**src/rtl/alu_pkg.sv**
```systemverilog
// alu_pkg: ALU control encodings, ALUOp classes and instruction opcode constants
package alu_pkg;
  typedef enum logic [2:0] {
    PASS_B = 3'b000,
    ADD    = 3'b010,
    SUB    = 3'b011,
    AND    = 3'b100,
    OR     = 3'b101,
    XOR    = 3'b110
  } alu_ctl_t;
  localparam logic [1:0] ALUOP_MEM   = 2'b00;
  localparam logic [1:0] ALUOP_CB    = 2'b01;
  localparam logic [1:0] ALUOP_RTYPE = 2'b10;
  localparam logic [1:0] ALUOP_IMM   = 2'b11;
  localparam logic [10:0] OP_ADD  = 11'b10001011000;
  localparam logic [10:0] OP_ADDS = 11'b10101011000;
  localparam logic [10:0] OP_SUB  = 11'b11001011000;
  localparam logic [10:0] OP_SUBS = 11'b11101011000;
  localparam logic [10:0] OP_AND  = 11'b10001010000;
  localparam logic [10:0] OP_ORR  = 11'b10101010000;
  localparam logic [10:0] OP_EOR  = 11'b11001010000;
  localparam logic [9:0]  OP_ADDI = 10'b1001000100;
  localparam logic [9:0]  OP_SUBI = 10'b1101000100;
endpackage

```
**src/rtl/pipe_reg.sv**
```systemverilog
// pipe_reg: WIDTH-bit D register with asynchronous active-low clear
module pipe_reg #(
  parameter int WIDTH = 64
) (
  input  logic             clk,
  input  logic             reset,
  input  logic [WIDTH-1:0] d,
  output logic [WIDTH-1:0] q
);
  always_ff @(posedge clk or negedge reset)
    if (!reset) q <= '0;
    else q <= d;
endmodule

```
**src/rtl/alu_exec_stage.sv**
```systemverilog
// alu_exec_stage: ALU-control decode, 64-bit ALU with flags, EX/MEM result register and flag hold
module alu_exec_stage
  import alu_pkg::*;
#(
  parameter int WIDTH = 64
) (
  input  logic             clk,
  input  logic             reset,
  input  logic [1:0]       alu_op,
  input  logic [10:0]      opcode,
  input  logic [WIDTH-1:0] a,
  input  logic [WIDTH-1:0] b,
  output logic [2:0]       operation,
  output logic [WIDTH-1:0] result,
  output logic             zero,
  output logic [WIDTH-1:0] result_q,
  output logic [3:0]       flags_q
);
  alu_ctl_t ctl, rtype_ctl, imm_ctl;
  logic [WIDTH-1:0] bx;
  logic [WIDTH:0] sum;
  logic arith, n, v, c;
  always_comb begin
    rtype_ctl = (opcode == OP_ADD || opcode == OP_ADDS) ? ADD :
                (opcode == OP_SUB || opcode == OP_SUBS) ? SUB :
                opcode == OP_AND ? AND :
                opcode == OP_ORR ? OR :
                opcode == OP_EOR ? XOR : PASS_B;
    imm_ctl = opcode[10:1] == OP_ADDI ? ADD : opcode[10:1] == OP_SUBI ? SUB : ADD;
    ctl = alu_op == ALUOP_MEM ? ADD :
          alu_op == ALUOP_CB ? PASS_B :
          alu_op == ALUOP_RTYPE ? rtype_ctl : imm_ctl;
  end
  assign operation = ctl;
  // one adder serves add and subtract; subtract feeds ~B with carry-in 1
  always_comb begin
    arith = ctl == ADD || ctl == SUB;
    bx = ctl == SUB ? ~b : b;
    sum = {1'b0, a} + {1'b0, bx} + {{WIDTH{1'b0}}, ctl == SUB};
    result = arith ? sum[WIDTH-1:0] :
             ctl == AND ? a & b :
             ctl == OR ? a | b :
             ctl == XOR ? a ^ b : b;
    c = arith & sum[WIDTH];
    v = arith & (a[WIDTH-1] == bx[WIDTH-1]) & (result[WIDTH-1] != a[WIDTH-1]);
    n = result[WIDTH-1];
  end
  assign zero = ~|result;
  pipe_reg #(.WIDTH(WIDTH)) u_result_reg (
    .clk(clk),
    .reset(reset),
    .d(result),
    .q(result_q)
  );
  // only compares (subtract) update the held flags for later conditional branches
  always_ff @(posedge clk or negedge reset)
    if (!reset) flags_q <= '0;
    else if (ctl == SUB) flags_q <= {n, zero, v, c};
endmodule

```
**config.mk**
```make
export PLATFORM = sky130hd
export DESIGN_NAME = alu_exec_stage
export DESIGN_NICKNAME = d
export VERILOG_FILES = /design/src/rtl/alu_pkg.sv /design/src/rtl/pipe_reg.sv /design/src/rtl/alu_exec_stage.sv
export SDC_FILE = /design/constraint.sdc
export NUM_CORES = 1
export LEC_CHECK = 0
export ABC_AREA = 1
export CAP_MARGIN = 10
export CORE_MARGIN = 2
export CORE_UTILIZATION = 50
export CTS_CLUSTER_SIZE = 40
export DETAILED_ROUTE_END_ITERATION = 12
export PLACE_DENSITY = 0.89
export SYNTH_ARGS = -nofsm -noshare
export SYNTH_HDL_FRONTEND = slang
export SYNTH_SLANG_ARGS = --single-unit
```
**constraint.sdc**
```tcl
create_clock -name clk -period 8.75 [get_ports clk]
set_input_delay 1.75 -clock clk [delete_from_list [all_inputs] [get_ports clk]]
set_output_delay 1.75 -clock clk [all_outputs]
set_load 0.03 [all_outputs]
```
# Word level (Yosys, flattened, before mapping)
# Index checks and enable logic that the tools add are counted.
# word_totals
reg_bits	68
latch_bits	0
mem_bits_rw	0
romBits	0
inputBits	143
out_inout_bits	136
word_cells	50
n_memories	0
# op_classes
add_sub_neg	2
mul	0
n_div	0
order_cmp	0
eq_ne	18
n_shift	0
mux	15
n_bitwise	7
reduce_logical	6
# op_table
cell	count
2-to-1 mux 64 bit	5
equality test 11 bit (second input constant)	7
adder 64 x 64 -> 65 bit	1
adder 65 x 1 -> 65 bit	1
bitwise AND 64 bit	1
NOT 64 bit	1
bitwise OR 64 bit	1
OR reduction 64 bit	1
bitwise XOR 64 bit	1
2-to-1 mux 3 bit	8
equality test 10 bit (second input constant)	2
equality test 3 bit (second input constant)	3
equality test 3 x 2 -> 1 bit (second input constant)	2
bitwise AND 1 bit	3
logical OR 1 bit	3
equality test 2 x 1 -> 1 bit (second input constant)	1
equality test 2 bit (second input constant)	1
logical NOT 2 bit	1
2-to-1 mux 1 bit	2
equality test 1 bit	1
logical NOT 1 bit	1
!= test 1 bit	1

# Logic depth before layout (Yosys ltp)
# logic_depth
depth_word	16
mapped_depth	41
depth_no_buf	37

# Cells and area by module
# A second synthesis with hierarchy kept.
# unflattened
cells_unflattened	2100
hier_area_um2	12918.6
# by_module_without_submodules
mod	instances	cells_each	area_per_inst_um2	seq_area_each_um2
alu_exec_stage	1	2036	11317.1	100.1
pipe_reg	1	64	1601.5	1601.5

# Worst setup path before layout
# No wires, ideal clock.
# synth_timing
kind	input to output
start	in opcode[7]
end	out zero
t_arrival_ns	6.494
required_ns	7.000
setup_slack_ns	0.506
path_stages	36
path_buffers	4
cell_sequence	inv_1 -> nand2_1 -> nor2_4 -> nand3_1 -> nand2_1 -> inv_1 -> nand2_2 -> nand2_2 -> nor2_2 -> inv_2 -> buf_2 -> buf_2 -> buf_2 -> nor2_2 -> buf_4 -> xor2_1 -> fa_1 -> inv_1 -> nand2_1 -> a21oi_1 -> nand2_1 -> nand2_1 -> nand2_1 -> nand3_1 -> nand3_1 -> nand3_1 -> nand3_1 -> nand4_1 -> nor2_1 -> o21ai_0 -> inv_1 -> nand2_1 -> nor3_1 -> and3_1 -> nand3_1 -> nor2_1
# synth_via
elab_chain_len	16
elab_cells_between_ends	36
classes_between	2 x add/sub; 14 x eq/ne; 15 x mux; 5 x reduce/logical
# synth_lines
item	line	text
start: declaration	alu_exec_stage.sv:10	input logic [10:0] opcode,
equality test 11 bit	alu_exec_stage.sv:28	opcode == OP_EOR ? XOR : PASS_B;
2-to-1 mux 3 bit	alu_exec_stage.sv:28	
2-to-1 mux 3 bit	alu_exec_stage.sv:27	opcode == OP_ORR ? OR :
2-to-1 mux 3 bit	alu_exec_stage.sv:26	opcode == OP_AND ? AND :
2-to-1 mux 3 bit	alu_exec_stage.sv:25	(opcode == OP_SUB || opcode == OP_SUBS) ? SUB :
2-to-1 mux 3 bit	alu_exec_stage.sv:24	rtype_ctl = (opcode == OP_ADD || opcode == OP_ADDS) ? ADD :
2-to-1 mux 3 bit (*)	alu_exec_stage.sv:32	alu_op == ALUOP_RTYPE ? rtype_ctl : imm_ctl;
2-to-1 mux 3 bit (*)	alu_exec_stage.sv:31	alu_op == ALUOP_CB ? PASS_B :
2-to-1 mux 3 bit (*)	alu_exec_stage.sv:30	ctl = alu_op == ALUOP_MEM ? ADD :
equality test 3 x 2 -> 1 bit / equality test 3 bit (equally long branches)	-	
2-to-1 mux 64 bit, on equally long branches	alu_exec_stage.sv:38, alu_exec_stage.sv:43	
adder 64 x 64 -> 65 bit / 2-to-1 mux 64 bit (equally long branches)	alu_exec_stage.sv:39, alu_exec_stage.sv:42	
adder 65 x 1 -> 65 bit / 2-to-1 mux 64 bit (equally long branches)	alu_exec_stage.sv:39, alu_exec_stage.sv:41	
2-to-1 mux 64 bit (*)	alu_exec_stage.sv:40	result = arith ? sum[WIDTH-1:0] :
named net result[62]	alu_exec_stage.sv:14	output logic [WIDTH-1:0] result,
OR reduction 64 bit (*)	alu_exec_stage.sv:48	assign zero = ~|result;
logical NOT 1 bit (*)	alu_exec_stage.sv:48	
end: declaration	alu_exec_stage.sv:15	output logic zero,
# The timed path passes the listed nets; every way through them passes the cells marked *.

# Final worst setup path
# layout_timing
start	in opcode[1]
end	out zero
# layout_via
elab_chain_len	16
elab_cells_between_ends	36
classes_between	2 x add/sub; 14 x eq/ne; 15 x mux; 5 x reduce/logical
# layout_lines
item	line
equality test 11 bit	alu_exec_stage.sv:28
2-to-1 mux 3 bit	alu_exec_stage.sv:28
2-to-1 mux 3 bit	alu_exec_stage.sv:27
2-to-1 mux 3 bit	alu_exec_stage.sv:26
2-to-1 mux 3 bit	alu_exec_stage.sv:25
2-to-1 mux 3 bit	alu_exec_stage.sv:24
2-to-1 mux 3 bit (*)	alu_exec_stage.sv:32
2-to-1 mux 3 bit (*)	alu_exec_stage.sv:31
2-to-1 mux 3 bit (*)	alu_exec_stage.sv:30
equality test 3 x 2 -> 1 bit / equality test 3 bit (equally long branches)	-
2-to-1 mux 64 bit, on equally long branches	alu_exec_stage.sv:38, alu_exec_stage.sv:43
adder 64 x 64 -> 65 bit / 2-to-1 mux 64 bit (equally long branches)	alu_exec_stage.sv:39, alu_exec_stage.sv:42
adder 65 x 1 -> 65 bit / 2-to-1 mux 64 bit (equally long branches)	alu_exec_stage.sv:39, alu_exec_stage.sv:41
2-to-1 mux 64 bit (*)	alu_exec_stage.sv:40
OR reduction 64 bit (*)	alu_exec_stage.sv:48
logical NOT 1 bit (*)	alu_exec_stage.sv:48
# Every way passes the cells marked *; elsewhere a longest branch is shown, timed or not.

==> impl_results.md <==
* Max clock buf depth at 2
* Number of DRC markers in iteration 0 at 2080
* #FFs+latches synth at 68
* Die H at 166 um
* Num CTS Buffers at 9
* Final Non-Filler Cells at 2808
* Delay of the slowest critical-path stage at 450 ps
* Vias in the first global route at 14800
* WL/cell at 21.3 um
* Final setup TNS at 0 ps
* Rows at 59
* Register area share after synthesis at 13.0%
* Post-Route WL at 59.7 mm
* Root buffer cell: clkbuf_16
* Die area at 0.0274 mm2
* Rel. slew slack at 34.0%
* Placed Instances at 2778
* Clock Latency Late Sink at 340 ps
* GR Util met1 at 58.7%
* Critical Path Slowest Stage Cell: clkdlybuf4s50_1
* TritonCTS clock tree: done
* GR Util met2 at 61.0%
* Largest net degree at the start of global routing at 77
* Drt pass-1 iters at 8
* Cell count after synthesis at 2166
* Chip width at 166 um
* Unique masters post-synth at 53
* Share of cells above drive strength 1 at 11.8%
* DRT antenna net count at 0
* Core footprint at 0.0258 mm2
* Multi-input logic area at 0.00997 mm2
* Total grt overflow at 0
* Area delta synth->final at 31.7%
* Met3 Use GR at 11.0%
* Fillers at 2334
* Run status: completed
* Hold WC Path Type: reg2reg
* Max-Cap Viols at 0
* Most used cell along the critical path: nand3_1
* Final min period at 8590 ps
* Vias per inst at 5.81
* Total track usage at 41.8%
* Switch share at 47.8%
* Pre-CTS setup slack at 62.8 ps
* Clock power share at 19.7%
* Post-DP HPWL at 48.9 mm
* CP max FO at 6
* Nets at 2802
* Avg Inst Size Synth at 6.03 um2
* Flop pwr share at 18.4%
* Worst-Margin Slew at 991 ps
* H-tree depth at 3
* Crit path kind: in2out
* Power Dens Cells at 118 mW/mm2
* CP startpoint kind: primary input
* IO Pins at 279
* Hold Violations, Final at 0
* CTS sink count at 68
* Worst path required time at 7000 ps
* Final WS setup at 164 ps
* Internal at 0.00106 W
* Setup violations, final at 0
* First-pass GRT wire length at 85.9 mm
* Syn. warnings at 0
* Post-Place Cell Area at 0.0164 mm2
* Count of final max-slew check failures at 0
* Fin crit share at 98.1%
* Clk pin slew, worst setup/hold paths at 60 ps
* Initial Util at 50.5%
* Buffers added on ports at 278
* Worst VDD drop at 168 uV
* Max Clock Freq at 0.116 GHz
* RePlAce Congestion at 1.05
* Vias at 16300
* Mapped Area at 0.0131 mm2
* Register area at 0.00170 mm2
* DRC errors left at 0
* Antenna violations before repair at 2
* Cell area after layout at 0.0172 mm2
* Critical Path Sink Type: output port
* Sw power at 0.000970 W
* Post-CTS Hold Fix Bufs at 0
* Post-Syn Nets at 2501
* Most Crowded Layer GR: met2
* Setup Skew at 0 ps
* Leakage power at 9.01 nW
* Logic pwr share at 61.9%
* Arrival time at the worst endpoint at 6840 ps
## cell usage after synthesis, drive strengths merged
cell,number,area (um2)
ha,191,2390
nand3b,11,82.6
nor4,4,25.0
a31o,1,8.76
xnor2,4,35.0
xor2,71,622
inv,379,1430
a21oi,131,659
or2,11,68.8
or4,1,7.51
o21a,21,158
clkinv,1,5.00
a21boi,1,7.51
a31oi,14,87.6
a22oi,2,25.0
o211ai,46,355
o31a,1,8.76
a2111oi,1,8.76
clkbuf,8,30.0
a211oi,1,7.51
o22ai,4,25.0
o2111ai,2,17.5
fa,1,20.0
nand3,120,623
nor2,258,1050
a221oi,1,8.76
a21o,11,82.6
and2,3,18.8
nand2,544,2110
a221o,3,30.0
o21bai,12,90.1
o21ai,148,741
dfrtp,68,1700
nand4,15,93.8
nor3,27,145
buf,48,277
and3,1,6.26
## layout by cell type (no fill, tap or decap), drive strengths merged, types with 12 or more instances in the layout
cell | netlist | final
dfrtp | 68 | 68
o21bai | 12 | 12
nor2 | 258 | 258
nand4 | 15 | 15
nor3 | 27 | 27
o211ai | 46 | 46
buf | 48 | 117
xor2 | 71 | 71
clkbuf | 8 | 12
nand2 | 544 | 544
a21oi | 131 | 131
ha | 191 | 191
o21a | 21 | 21
clkdlybuf4s50 | 0 | 225
nand3 | 120 | 120
inv | 379 | 381
a31oi | 14 | 14
o21ai | 148 | 148
## area by class of cell
type	instances	share of cell area, %
Clock buffer	9	1.31
Antenna cell	1	0.0146
Tap cell	335	2.44
Timing Repair Buffer	346	19.4
Multi-Input combinational cell	1662	58.0
Inverter	380	8.32
Sequential cell	68	9.90
Clock inverter	7	0.575
## registers in the layout, indices dropped and copies added, names as in the netlist
register,count
u_result_reg.q,64
flags_q,4
## critical path: cells and delay by family
family,cells,cell delay (ps)
and+or+nand+nor,21,2440
buffers and inverters,8,1250
AOI/OAI and AO/OA,5,890
adders and majority gates,1,310
xor gates and xnor gates,1,180
## per-layer routing
metal | vias to the layer above | share of wire [%]
met3 | 158 | 13
met4 | 0 | 3.9
met2 | 1019 | 41
met1 | 7609 | 42
li1 | 7535 | -
met5 | - | 0
## stage by stage
step	total power, W	hold WS (ps)	utilization, %
2_1_floorplan	0.00102	686	-
3_3_place_gp	0.00155	527	63.3
3_5_place_dp	0.00156	536	63.3
4_1_cts	0.00196	547	64.6
5_1_grt	0.00212	557	66.5
6_report	0.00203	544	66.5
## worst paths after layout
kind | cells after the start | end | startpoint | slack [ps]
max in group asynchronous | 2 | u_result_reg.q[6]$_DFF_PN0_ | reset | 6560
setup / recovery | 36 | zero | opcode[1] | 160
hold reg to reg | 2 | flags_q[1]$_DFFE_PN0N_ | flags_q[1]$_DFFE_PN0N_ | 540
min in group asynchronous | 2 | u_result_reg.q[47]$_DFF_PN0_ | reset | 1610
hold / removal | 2 | flags_q[1]$_DFFE_PN0N_ | flags_q[1]$_DFFE_PN0N_ | 540
setup reg to reg | 2 | flags_q[0]$_DFFE_PN0N_ | flags_q[0]$_DFFE_PN0N_ | 7930
## power by group through the flow
stage	sequential, W	clock [W]	combinational (W)
4_1_cts	0.000373	0.000402	0.00119
6_report	0.000373	0.000399	0.00126
5_1_grt	0.000377	0.000412	0.00133
3_5_place_dp	0.000379	0	0.00118
3_3_place_gp	0.000377	0	0.00117
2_1_floorplan	0.000475	0	0.000549
## what timing repair did
item / CTS / global route
endpoints found under the setup margin: 0 / 7
resized for setup: 0 / 110
buffers inserted: 0 / 10
## kinds of logic (layout without fill, tap and decap cells)
logic type	count (synthesis)	after routing	synth area share, %
AO/OA/AOI/OAI	400	400	17.8
XOR/XNOR	75	75	5.03
adder cells (fa/ha/maj)	192	192	18.5
buffers and inverters	436	742	13.3
flip-flops	68	68	13.0
other	0	1	0
AND/OR/NAND/NOR	995	995	32.4
(Power assumes the default switching activity.)
